File: src/rtl/counter_ctrl_port.sv
// rtl/counter_ctrl_port.sv - 8254 per-counter bus decode, count assembly and read-back stage
module counter_ctrl_port #(
  parameter int COUNTER_ID = 0
) (
  input  logic        clk,
  input  logic        rst_n,
  input  logic        cs_n,
  input  logic        wr_n,
  input  logic        rd_n,
  input  logic [1:0]  a,
  input  logic [7:0]  din,
  input  logic [15:0] count_now,
  output logic [7:0]  dout,
  output logic        dout_oe,
  output logic [7:0]  msb,
  output logic [7:0]  lsb,
  output logic [2:0]  mode,
  output logic        bcd,
  output logic        count_wr,
  output logic        cw_wr
);

  localparam logic [1:0] ID = 2'(COUNTER_ID);

  logic        cap_cs_n;
  logic [1:0]  cap_a;
  logic [7:0]  cap_din;
  logic        wr_n_q;
  logic        rd_sel_q;
  logic [1:0]  rw;
  logic        wtog;
  logic        rtog;
  logic        latched;
  logic [7:0]  lsb_stage;
  logic [15:0] latch_reg;

  logic        commit;
  logic        cw_hit;
  logic        cnt_hit;
  logic        rd_sel;
  logic        rd_done;
  logic        rd_hi;
  logic        last_byte;
  logic [15:0] rd_src;

  // A write commits on the first high sample of wr_n, using what was captured while it was low
  assign commit    = wr_n & ~wr_n_q & ~cap_cs_n;
  assign cw_hit    = commit & (cap_a == 2'b11) & (cap_din[7:6] == ID);
  assign cnt_hit   = commit & (cap_a == ID);

  // A read overlapping a write is ignored entirely
  assign rd_sel    = ~cs_n & ~rd_n & wr_n & (a == ID);
  assign rd_done   = rd_sel_q & rd_n;
  assign rd_hi     = (rw == 2'b10) | ((rw == 2'b11) & rtog);
  assign last_byte = (rw != 2'b11) | rtog;
  assign rd_src    = latched ? latch_reg : count_now;

  always_comb begin
    dout    = 8'h00;
    dout_oe = 1'b0;
    if (rd_sel) begin
      dout_oe = 1'b1;
      dout    = rd_hi ? rd_src[15:8] : rd_src[7:0];
    end
  end

  always_ff @(posedge clk or negedge rst_n) begin
    if (!rst_n) begin
      cap_cs_n  <= 1'b1;
      cap_a     <= 2'b00;
      cap_din   <= 8'h00;
      wr_n_q    <= 1'b1;
      rd_sel_q  <= 1'b0;
      rw        <= 2'b00;
      mode      <= 3'd0;
      bcd       <= 1'b0;
      msb       <= 8'h00;
      lsb       <= 8'h00;
      lsb_stage <= 8'h00;
      wtog      <= 1'b0;
      rtog      <= 1'b0;
      latched   <= 1'b0;
      latch_reg <= 16'h0000;
      count_wr  <= 1'b0;
      cw_wr     <= 1'b0;
    end else begin
      wr_n_q   <= wr_n;
      rd_sel_q <= rd_sel;
      count_wr <= 1'b0;
      cw_wr    <= 1'b0;

      if (!wr_n) begin
        cap_cs_n <= cs_n;
        cap_a    <= a;
        cap_din  <= din;
      end

      if (rd_done) begin
        if (rw == 2'b11) rtog <= ~rtog;
        if (last_byte) latched <= 1'b0;
      end

      // Control-word effects are placed after read completion so they take priority
      if (cw_hit) begin
        if (cap_din[5:4] == 2'b00) begin
          if (!latched) begin
            latch_reg <= count_now;
            latched   <= 1'b1;
          end
        end else begin
          rw      <= cap_din[5:4];
          mode    <= cap_din[3] & cap_din[2] ? {1'b0, cap_din[2:1]} : cap_din[3:1];
          bcd     <= cap_din[0];
          msb     <= 8'h00;
          lsb     <= 8'h00;
          wtog    <= 1'b0;
          rtog    <= 1'b0;
          latched <= 1'b0;
          cw_wr   <= 1'b1;
        end
      end

      if (cnt_hit) begin
        case (rw)
          2'b01: begin
            lsb      <= cap_din;
            msb      <= 8'h00;
            count_wr <= 1'b1;
          end
          2'b10: begin
            msb      <= cap_din;
            lsb      <= 8'h00;
            count_wr <= 1'b1;
          end
          2'b11: begin
            if (!wtog) begin
              lsb_stage <= cap_din;
              wtog      <= 1'b1;
            end else begin
              msb      <= cap_din;
              lsb      <= lsb_stage;
              wtog     <= 1'b0;
              count_wr <= 1'b1;
            end
          end
          default: ;
        endcase
      end
    end
  end

endmodule

File: config.mk
export PLATFORM = sky130hd
export DESIGN_NAME = counter_ctrl_port
export DESIGN_NICKNAME = d
export VERILOG_FILES = /design/src/rtl/counter_ctrl_port.sv
export SDC_FILE = /design/constraint.sdc
export NUM_CORES = 1
export LEC_CHECK = 0
export CAP_MARGIN = 20
export CORE_MARGIN = 10
export CORE_UTILIZATION = 40
export DETAILED_ROUTE_END_ITERATION = 16
export HOLD_SLACK_MARGIN = 0.1
export PLACE_DENSITY_LB_ADDON = 0.25
export REMOVE_ABC_BUFFERS = 1
export SLEW_MARGIN = 20
export SYNTH_ARGS = -nofsm -noshare
export SYNTH_HDL_FRONTEND = slang
export SYNTH_SLANG_ARGS = --single-unit
File: constraint.sdc
create_clock -name clk -period 2.35 [get_ports clk]
set_input_delay 0.47 -clock clk [delete_from_list [all_inputs] [get_ports clk]]
set_output_delay 0.47 -clock clk [all_outputs]
set_load 0.01 [all_outputs]
==> summary.md <==
| Metric | Value |
|---|---|
| DR WL/cell | `between 15 and 20 um` |
| Post-placement cell count | `416` |
| Worst EP required | `around 1.9 ns` |
| Largest cells by area after synthesis | `dfrtp_1, mux2_2, mux4_2, o221ai_1, nand3_1` |
| CTS Root Cell | `clkbuf_8` |
| Crit share post-route | `1.042` |
| Gp weighted congestion | `0.7402` |
| Total global-route track usage | `0.1351` |
| Worst r2r path cells | `5` |
| Max Cap Violations | `0` |
| Yosys warns | `0` |
| Vias | `approximately 2.4k` |
| Cts hold-fix bufs | `0` |
| Cell variety after synth | `35` |
| DR pass1 iterations | `4` |
| Area delta synth->final | `36.70%` |
| First-pass GRT wire length | `12740 um` |
| DP HPWL | `about 5300 um` |
| Status | `finished with violations` |
| Crit-path max FO | `8` |
| Fin crit period | `2.449 ns` |
| CTS tree | `yes` |
| Clk pwr share | `0.322` |
| Clock sink count | `64` |
| Sequential cell area | `0.001604 sq mm` |
| ANT cells | `0` |
| Ratio of cells with drive above 1 in the final layout | `0.3413` |
| Cell Pwr Density | `737.5 mW/mm^2` |
| Largest net degree at the start of global routing | `65` |
| Row count | `32` |
| Core area | `0.007647 sq mm` |
| Final hold vios | `0` |
| Final Worst Setup Slack | `-0.09886 ns` |
| Avg Inst Size Synth | `approximately 13 sq um` |
| Clk slew on worst S/H paths | `0.07 ns` |
| Psw | `0.0008793 W` |
| Die area | `roughly 0.012 sq mm` |
| Worst setup EP type | `output port` |
| Post-route ant nets | `0` |
| Internal Pwr Total | `0.002269 W` |
| Worst EP arrival | `1.98 ns` |
| Die width | `108.4 um` |
| Final max-slew violation count | `0` |
| Placed cell area | `between 0.003 and 0.004 sq mm` |
| Detailed Route WL | `roughly 7500 um` |
| Peak supply drop | `0.3034 mV` |
| Layout Nets | `366` |
| #FFs+latches synth | `64` |
| Maximum buffer depth of the clock tree | `2` |
| Seq pwr share | `0.424` |
| Initial core utilization | `0.4084` |
| Max reg flops | `16` |
| Switch share | `0.2793` |
| Drt first-iter violations | `64` |
| Final setup fails | `8` |
| Filler cells | `~670` |
| Hold Slack | `0.1492 ns` |
| Mapped Area | `0.003123 sq mm` |
| F_max | `0.4084 GHz` |
| Setup CP Type | `reg -> out` |
| Initial antenna violation count | `0` |
| RSZ-0062 raised after global routing | `true` |
| Vias in the first global route | `roughly 2.5k` |
| Pre-CTS setup slack | `-0.2586 ns` |
| I/O pin count | `62` |
| Worst Tran Pin Value | `1.099 ns` |
| DRC | `0` |
| Leakage | `1.889 nW` |
| Violated checks | `setup timing` |
| Clock Skews | `0.008446 ns` |
| Post-synthesis sequential area ratio | `0.5136` |
| HP Class | `in -> async` |
| Tot Pwr | `about 0.0031 W` |
| Relative slew slack | `0.2661` |
| Yosys top cell area share | `0.4968` |
| Comb pwr share | `0.254` |
| Area occupied by multi-input gates | `0.001496 sq mm` |
| Skew-Pair Late Insertion Delay | `0.34 ns` |
| Mapped Cells | `249` |
| H-tree levels | `3` |
| # port buffers | `just over 60` |
| Grt total ovfl | `0` |
| Crit start category | `register` |
| Cell area after layout | `0.004269 sq mm` |
| CTS Buf Count | `9` |
| Avg Vias per Cell | `5.452` |
| Die height | `108.4 um` |
| Finished Layout Cells | `between 400 and 500` |
| Synth area leader | `dfrtp_1` |
[cells in the mapped netlist]
| cell | instances |
|---|---|
| buf_6 | 1 |
| dfrtp_1 | 62 |
| nand4bb_1 | 1 |
| a21oi_1 | 3 |
| nor3_4 | 2 |
| and4b_1 | 1 |
| o21bai_1 | 1 |
| and4bb_2 | 1 |
| buf_1 | 3 |
| or3_1 | 1 |
| nor2_2 | 1 |
| nor3_1 | 3 |
| nand2_1 | 17 |
| buf_2 | 3 |
| nor4_1 | 1 |
| nand4_1 | 8 |
| o221ai_1 | 16 |
| nand3_1 | 25 |
| a21o_1 | 2 |
| mux4_2 | 8 |
| dfstp_2 | 2 |
| inv_1 | 4 |
| or3b_4 | 1 |
| ha_1 | 6 |
| and3_1 | 1 |
| a32o_1 | 8 |
| clkbuf_1 | 11 |
| a311oi_1 | 1 |
| mux2_2 | 39 |
| nor2_1 | 1 |
| nor2b_1 | 10 |
| or3b_2 | 1 |
| o21ai_0 | 2 |
| nand4b_2 | 1 |
| nor3b_1 | 1 |
[placed cells by master, fill, tap and decap left out, types with 2 or more instances in the layout]
cell type	instances
dfrtp_1	62
clkdlybuf4s50_1	51
mux2_2	39
nand3_1	25
buf_4	20
nand2_1	17
o221ai_1	16
clkbuf_8	9
nor2b_1	8
nand4_1	8
a32o_1	8
mux4_2	8
buf_2	7
buf_6	6
nor3_1	3
inv_1	3
a21oi_1	3
ha_1	3
ha_4	3
a21o_1	2
nor2b_4	2
nor3_4	2
o21ai_0	2
dfstp_2	2
clkbuf_1	2
bufinv_16	2
buf_12	2
[cell families (layout without fill, tap and decap cells)]
logic type / count (synthesis) / count (layout) / share of synthesized area
flops: 64 / 64 / 0.5136
fa+ha+maj: 6 / 6 / 0.02404
mux: 47 / 47 / 0.1983
simple gates: 77 / 77 / 0.1454
buf+inv: 22 / 107 / 0.03004
compound gates: 33 / 33 / 0.08854
[through the flow]
stage / utilization / TNS (ns)
2_1_floorplan: - / -5.800
3_3_place_gp: 0.5195 / -1.836
3_5_place_dp: 0.5195 / -2.019
4_1_cts: 0.5504 / -0.6023
5_1_grt: 0.5582 / -1.020
6_report: 0.5582 / -0.3381
[per-layer routing]
| layer | routed length, um | share of wire | vias up | GRT usage |
|---|---|---|---|---|
| met2 | 3489 | 0.46 | 72 | 0.2030 |
| met4 | 104 | 0.014 | 0 | 0.05556 |
| met1 | 3299 | 0.44 | 1180 | 0.1735 |
| met5 | 0 | 0 | - | 0 |
| met3 | 621 | 0.083 | 10 | 0.04759 |
| li1 | - | - | 1115 | - |
[critical path, stage by stage (launching register included)]
cell	delay, ns
dfrtp_1	0.42
buf_6	0.13
inv_2	0.04
ha_4	0.17
nor2_4	0.11
buf_6	0.15
buf_6	0.10
mux4_2	0.29
nor2b_4	0.14
buf_6	0.12
[final timing paths]
| kind | slack, ns | start | to |
|---|---|---|---|
| worst min-delay path | 0.15 | rst_n | latch_reg[12] |
| max in group asynchronous | 1.90 | rst_n | wr_n_q |
| worst max register to register | 0.26 | rw[0] | lsb[1] |
| worst max-delay path | -0.1 | rw[0] | dout[3] |
| min in group clk | 0.51 | latch_reg[12] | latch_reg[12] |
| worst min register to register | 0.51 | latch_reg[12] | latch_reg[12] |
[power groups by stage]
| stage | clock (W) | combinational [W] | sequential (W) |
|---|---|---|---|
| final | 0.00101 | 0.000798 | 0.00134 |
| after global routing | 0.00111 | 0.000876 | 0.00135 |
| after CTS | 0.00105 | 0.000786 | 0.00133 |
| after detailed placement | 0 | 0.000755 | 0.00135 |
| after global placement | 0 | 0.000742 | 0.00134 |
| after floorplan | 0 | 0.000398 | 0.00136 |
[what timing repair did]
action | 4_1_cts | 5_1_grt
endpoints found under the setup margin | 9 | 9
endpoints found under the hold margin | 0 | 0
setup buffers | 2 | 2
gates resized for setup | 45 | 8
pin swaps | 2 | 3
gates cloned | 0 | 0
[layout make-up]
type	count	area share
Clock buffer	11	0.03077
Sequential cell	64	0.3757
Timing Repair Buffer	87	0.1905
Multi-Input combinational cell	163	0.3505
Inverter	4	0.003517
Clock inverter	5	0.01905
Tap cell	102	0.02989
Note: power is estimated with default switching activity, not from simulation.
